[config.mk]
export PLATFORM = sky130hd
export DESIGN_NAME = fifo_reader
export DESIGN_NICKNAME = d
export VERILOG_FILES = /design/src/rtl/fifo_reader.sv
export SDC_FILE = /design/constraint.sdc
export NUM_CORES = 1
export LEC_CHECK = 0
export CAP_MARGIN = 5
export CORE_MARGIN = 2
export CORE_UTILIZATION = 40
export DETAILED_ROUTE_END_ITERATION = 16
export GPL_ROUTABILITY_DRIVEN = 0
export GPL_TIMING_DRIVEN = 0
export PLACE_DENSITY = 0.65
export SYNTH_ARGS = -nofsm -noshare
export SYNTH_HDL_FRONTEND = slang
export SYNTH_SLANG_ARGS = --single-unit
[constraint.sdc]
create_clock -name clk -period 2.7 [get_ports clk]
set_clock_uncertainty 0.1 [all_clocks]
set_input_delay 0.405 -clock clk [delete_from_list [all_inputs] [get_ports clk]]
set_output_delay 0.405 -clock clk [all_outputs]
set_load 0.02 [all_outputs]
[src/rtl/fifo_reader.sv]
// Read-side client for the FIFO controller: paces single-cycle read strobes,
// captures returned words after READ_LATENCY cycles and streams them out via a 2-entry buffer.
module fifo_reader #(
    parameter int DATA_WIDTH   = 8,
    parameter int READ_LATENCY = 1,
    parameter int COUNT_WIDTH  = 16
) (
    input  logic                   clk,
    input  logic                   rst,
    input  logic                   enable,
    input  logic                   flush,
    input  logic                   fifo_empty,
    output logic                   fifo_re,
    input  logic [DATA_WIDTH-1:0]  fifo_rd_data,
    output logic                   m_valid,
    input  logic                   m_ready,
    output logic [DATA_WIDTH-1:0]  m_data,
    output logic                   busy,
    output logic [COUNT_WIDTH-1:0] rd_count
);

    typedef enum logic [1:0] {IDLE, REQ, WAIT} state_t;

    localparam logic [2:0] LAT_INIT = 3'(READ_LATENCY);

    state_t                state;
    state_t                next_state;
    logic [2:0]            lat_cnt;
    logic                  discard;
    logic [1:0]            count;
    logic [DATA_WIDTH-1:0] buf0;
    logic [DATA_WIDTH-1:0] buf1;
    logic                  capture;
    logic                  keep;
    logic                  pop;

    assign capture = (state == WAIT) && (lat_cnt == 3'd1);
    assign keep    = capture && !discard && !flush;
    assign pop     = m_valid && m_ready;
    assign m_valid = (count != 2'd0);
    assign m_data  = buf0;
    assign busy    = (state != IDLE);

    // A read is only started with a free buffer slot, so a capture can never overflow.
    always_comb begin
        next_state = state;
        case (state)
            IDLE: if (enable && !fifo_empty && count != 2'd2) next_state = REQ;
            REQ:  next_state = WAIT;
            WAIT: if (capture) next_state = IDLE;
            default: next_state = IDLE;
        endcase
    end

    always_ff @(posedge clk) begin
        if (!rst) begin
            state    <= IDLE;
            fifo_re  <= 1'b0;
            lat_cnt  <= 3'd0;
            discard  <= 1'b0;
            rd_count <= '0;
        end else begin
            state   <= next_state;
            fifo_re <= (next_state == REQ);
            if (state == REQ) begin
                lat_cnt <= LAT_INIT;
            end else if (state == WAIT) begin
                lat_cnt <= lat_cnt - 3'd1;
            end
            if (capture) begin
                rd_count <= rd_count + COUNT_WIDTH'(1);
                discard  <= 1'b0;
            end else if (flush && state != IDLE) begin
                discard <= 1'b1;
            end
        end
    end

    // Output buffer: buf0 is the head; a simultaneous capture and pop keeps the count.
    always_ff @(posedge clk) begin
        if (!rst) begin
            count <= 2'd0;
            buf0  <= '0;
            buf1  <= '0;
        end else if (flush) begin
            count <= 2'd0;
        end else if (keep && pop) begin
            if (count == 2'd1) begin
                buf0 <= fifo_rd_data;
            end else begin
                buf0 <= buf1;
                buf1 <= fifo_rd_data;
            end
        end else if (keep) begin
            if (count == 2'd0) begin
                buf0 <= fifo_rd_data;
            end else begin
                buf1 <= fifo_rd_data;
            end
            count <= count + 2'd1;
        end else if (pop) begin
            buf0  <= buf1;
            count <= count - 2'd1;
        end
    end

endmodule
# Yosys cells after proc, flatten, opt, wreduce, memory -nomap -nowiden
# Index checks and enable logic that the tools add are counted.
# op_classes
n_addsub	4
n_eq_ne	9
mux	16
bitwise_logic	3
n_reduce_logical	25
# op_table
operator	n
$mux W8	9
$add A16 B1 Y16 const B	1
$reduce_bool A2 Y1	5
$logic_and A1 B1 Y1	8
$mux W2	4
$eq A2 B1 Y1 const B	3
$ne A2 B2 Y1 const B	3
$pmux W2 S3	1
$reduce_or A2 Y1	3
$logic_not A2 Y1	2
$reduce_and A4 Y1	1
$eq A3 B1 Y1 const B	1
$logic_not A1 Y1	3
$ne A3 B1 Y1 const B	1
$not A1 Y1	3
$reduce_and A3 Y1	1
$reduce_bool A3 Y1	1
$sub A3 B1 Y3 const B	1
$add A2 B1 Y2 const B	1
$eq A2 B2 Y1 const B	1
$mux W1	2
$reduce_and A2 Y1	1
$sub A2 B1 Y2 const B	1
# word_totals
regBits	41

# Depth between registers and ports, before layout
# logic_depth
depth_word	7
mapped_depth	11
mapped_depth_nobuf	10

# Least setup slack after synthesis
# No wires, ideal clock.
# synth_timing
kind	reg-to-reg
start	reg state[0]
end	reg buf0[5], in the netlist m_data[5]
setup_time_ps	70
t_arrival_ps	2351
t_required_ps	2530
path_slack_ps	179
stages_incl_launch_ff	12
cell_sequence	dfxtp_1 > inv_1 > ha_1 > buf_6 > nand3b_4 > nor3_1 > inv_1 > ha_1 > a211oi_1 > clkbuf_1 > o21ai_0 > a21oi_1
# synth_via
elab_chain_cells	7
# synth_rtl
element	line	source
from (decl)	26	state_t state;
from (signal assigned)	63	state <= next_state;
$eq A2 B2 Y1 *	37	assign capture = (state == WAIT) && (lat_cnt == 3'd1);
$logic_and A1 B1 Y1 *	37	
$logic_and A1 B1 Y1 * (2 in series)	38	assign keep = capture && !discard && !flush;
$logic_and A1 B1 Y1	87	end else if (keep && pop) begin
$ne A3 B1 Y1 (no line) / $reduce_bool A3 Y1 (equally long branches)	--	
$reduce_and A3 Y1 (no line)	--	
to (signal assigned)	89	buf0 <= fifo_rd_data;
to (signal assigned)	91	buf0 <= buf1;
to (signal assigned)	96	buf0 <= fifo_rd_data;
to (decl)	31	logic [DATA_WIDTH-1:0] buf0;
# Mark *: on every way between the ends. The rest lies on a longest branch, timed or not.
# A chain may end at the register's enable or synchronous reset.

# Final worst setup path
# layout_timing
start	reg state[0]
end	reg buf0[7], in the netlist m_data[7]
# Same word-level chain as after synthesis.

==> flow_summary.ini <==
[outcome]
outcome = complete, no violations

[routing]
drt-wirelength-per-cell_um = 12.7
firstDrtPassIters = 4
vias = 1583
ant_nets = 0
viasPerCell = 5.04
wl_mm = 3.99
drtIter0Drc = 99
route.detailed.drc = 0

[setup_path]
reg2reg_from = state[0]$_SDFF_PN0_
arrival_ns = 2.58
cp-endpoint = m_data[7]$_SDFFE_PN0P_
reg2regPathDepth = 11
r2r_end = m_data[7]$_SDFFE_PN0P_
cp-end-kind = flop
rrSetupSlack_ns = 0.25
crit_path_start = state[0]$_SDFF_PN0_
crit_type = flop to flop
critPathMaxFanout = 10
cp.required_ns = 2.83
start_kind = flop

[timing]
finalHoldViolCount = 0
maxSlewHeadroom_pct = 57.3
period_needed_ns = 2.45
setup_viol = 0
setup_ws_ns = 0.249
rsz0062_at_grt = false
max_freq_mhz = 408
hold_slack_ns = 0.391
period_share_pct = 90.8
slew_violations = 0
tightest_slew_ns = 0.640
fin_setup_tns_ns = 0

[power]
cellPowerDensity_nw_per_um2 = 492
p_sw_share_pct = 23.1
power_mw = 1.27
pwr-share-comb_pct = 9.3
p_leak_nw = 1.01
power_switching_mw = 0.292
intPower_mw = 0.973
seqPwrFrac_pct = 49.6
p_clk_share_pct = 41.1
ir_drop_uv = 249

[floorplanning]
dieArea_um2 = 5430
initial_core_util_pct = 41.4
die_x_um = 73.7
ioPinCount = 41
die_h_um = 73.7
core.rowCount = 25
core_um2 = 4690

[grt]
grt_pass1_wl_mm = 6.93
grt_max_degree = 14
globalRouteOverflowTotal = 0
antenna_found_initial = 0
grtUsageTotal_pct = 16.3
grt_pass1_vias = 1521

[synth]
syn_nets = 237
synth_warnings = 0
avgSynthCellArea_um2 = 9.26
synthCells = 210
ys_ff_latch = 41
yosysSeqAreaShare_pct = 42.2
yosysUniqueCellTypes = 33
synth_area_um2 = 1940

[final_layout]
nFillCells = 439
final-seq-area_um2 = 821
final_cells = 314
finalNetCount = 286
antenna_cells = 0
finalCoreUtilization_pct = 54.8
area_delta_synth_final_pct = 32.3
multi_input_area_um2 = 1070
drive_gt1_share_pct = 8.08
stdcell_area_um2 = 2570

[hold_path]
holdPathStages = 2
hold_path.class = flop to flop

[clocking]
ctsHoldBuffers = 0
ctsHtreeMaxLevel = 2
cts_max_path_buffers = 2
ctsRootBufferMaster = clkbuf_8
cts_inserted_buffers = 5
clkLatencyLatePin_ns = 0.29
clock_sinks = 41
clk_pin_slew_worst_paths_ns = 0.08
tritoncts = done

[place]
hpwlAfterDp_mm = 2.87
placed_cells = 304
dpl_worst_slack_ns = -0.529
dpl_cell_area_um2 = 2410
numPortBuffers = 40

[run]
drv_cap = 0
[critical path, stage by stage, from the launching register on]
cell      delay, ns
dfxtp_1        0.33
inv_1          0.10
ha_1           0.17
buf_6          0.13
nand3b_4       0.16
nor3_4         0.23
inv_1          0.07
ha_1           0.23
a211oi_4       0.34
clkbuf_2       0.29
o21ai_0        0.11
a21oi_1        0.13
[worst min-delay path by stage]
stage | start | end | slack, ns
final | count[1]$_SDFFE_PP0P_ | count[1]$_SDFFE_PP0P_ | 0.39
after global routing | count[1]$_SDFFE_PP0P_ | count[1]$_SDFFE_PP0P_ | 0.42
after CTS | rd_count[1]$_SDFFE_PN0P_ | rd_count[1]$_SDFFE_PN0P_ | 0.39
after detailed placement | lat_cnt[0]$_SDFFE_PN0P_ | lat_cnt[0]$_SDFFE_PN0P_ | 0.38
after global placement | buf1[2]$_SDFFE_PN0P_ | buf1[2]$_SDFFE_PN0P_ | 0.38
after floorplan | lat_cnt[0]$_SDFFE_PN0P_ | lat_cnt[0]$_SDFFE_PN0P_ | 0.35
[power by group through the flow]
stage | Combinational, mW | Sequential, mW | Clock [mW]
after floorplan | 0.0642 | 0.642 | 0
after global placement | 0.114 | 0.641 | 0
after detailed placement | 0.116 | 0.641 | 0
after CTS | 0.117 | 0.627 | 0.533
after global routing | 0.133 | 0.630 | 0.550
final | 0.118 | 0.628 | 0.519
[cell usage in the layout, fill, tap and decap left out, types with 2 or more instances in the layout]
| master | Yosys | layout |
|---|---|---|
| nor2_1 | 27 | 27 |
| clkbuf_8 | 0 | 6 |
| nand2b_1 | 4 | 4 |
| o2bb2ai_1 | 2 | 2 |
| or3_1 | 2 | 2 |
| clkbuf_1 | 3 | 2 |
| nor4_1 | 3 | 3 |
| dfxtp_1 | 41 | 41 |
| clkdlybuf4s50_1 | 0 | 40 |
| buf_4 | 0 | 2 |
| buf_1 | 2 | 2 |
| mux2i_1 | 17 | 17 |
| nand3_1 | 4 | 4 |
| o21ai_0 | 12 | 12 |
| nand4_1 | 4 | 4 |
| inv_1 | 13 | 13 |
| xnor2_1 | 9 | 9 |
| a21oi_1 | 15 | 15 |
| ha_1 | 13 | 13 |
| nor3_1 | 5 | 4 |
| nor3b_1 | 2 | 2 |
| xor2_1 | 5 | 5 |
| nand2_1 | 13 | 13 |
[flip-flops by register name (all words and copies together) (netlist names)]
name      cells
m_data        8
discard       1
state         2
fifo_re       1
rd_count     16
count         2
buf1          8
lat_cnt       3
[cell usage after synthesis]
master / n / share of area [%]
a2bb2oi_1: 1 / 0.45
nand3b_4: 1 / 1.0
nor3b_1: 2 / 0.77
nand2b_1: 4 / 1.3
clkbuf_1: 3 / 0.58
mux2i_1: 17 / 8.8
nand4_1: 4 / 1.3
o21ai_0: 12 / 3.1
o2bb2ai_1: 2 / 0.90
nand4b_1: 1 / 0.45
o41ai_4: 1 / 1.4
o2111ai_2: 1 / 0.77
dfxtp_1: 41 / 42
or4_4: 1 / 0.58
ha_1: 13 / 8.4
nor2_1: 27 / 5.2
nand2_1: 13 / 2.5
buf_1: 2 / 0.39
and3_2: 1 / 0.39
a211oi_1: 2 / 0.77
a31oi_1: 1 / 0.32
or3_2: 1 / 0.39
a21oi_1: 15 / 3.9
and2b_1: 1 / 0.39
xnor2_1: 9 / 4.1
inv_1: 13 / 2.5
nor3_1: 5 / 1.3
buf_6: 1 / 0.58
xor2_1: 5 / 2.3
nand3_1: 4 / 1.0
or3_1: 2 / 0.64
nor4_1: 3 / 0.97
and3b_2: 1 / 0.51
[kinds of logic after synthesis]
group | synth area share (%)
adder cells (fa/ha/maj) | 8.37
AND/OR/NAND/NOR | 18.7
AO/OA/AOI/OAI | 11.6
flip-flops | 42.2
multiplexers | 8.75
XOR/XNOR | 6.31
buffers and inverters | 4.05
[area by class of cell]
class / count / area share (%)
Buffer: 6 / 1.22
Clock buffer: 6 / 3.21
Tap cell: 54 / 2.63
Inverter: 13 / 1.90
Timing Repair Buffer: 42 / 16.1
Sequential cell: 41 / 31.9
Multi-Input combinational cell: 150 / 41.5
Clock inverter: 2 / 1.46
[timing repair]
action                                 in CTS  in global routing
resized for setup                           3                  2
endpoints found under the hold margin       0                  0
setup endpoints to repair                   8                  8
pin swaps                                   0                  1
buffers inserted                            0                  2
[metal layers]
| metal | part of all wire, % | vias to the layer above | global-route usage (%) |
|---|---|---|---|
| met5 | 0 | - | 0 |
| met4 | 1.3 | 0 | 5.45 |
| met3 | 4.2 | 7 | 3.02 |
| met2 | 45 | 34 | 26.6 |
| met1 | 49 | 717 | 21.5 |
| li1 | - | 825 | - |
Power figures use the tool's default switching activity.
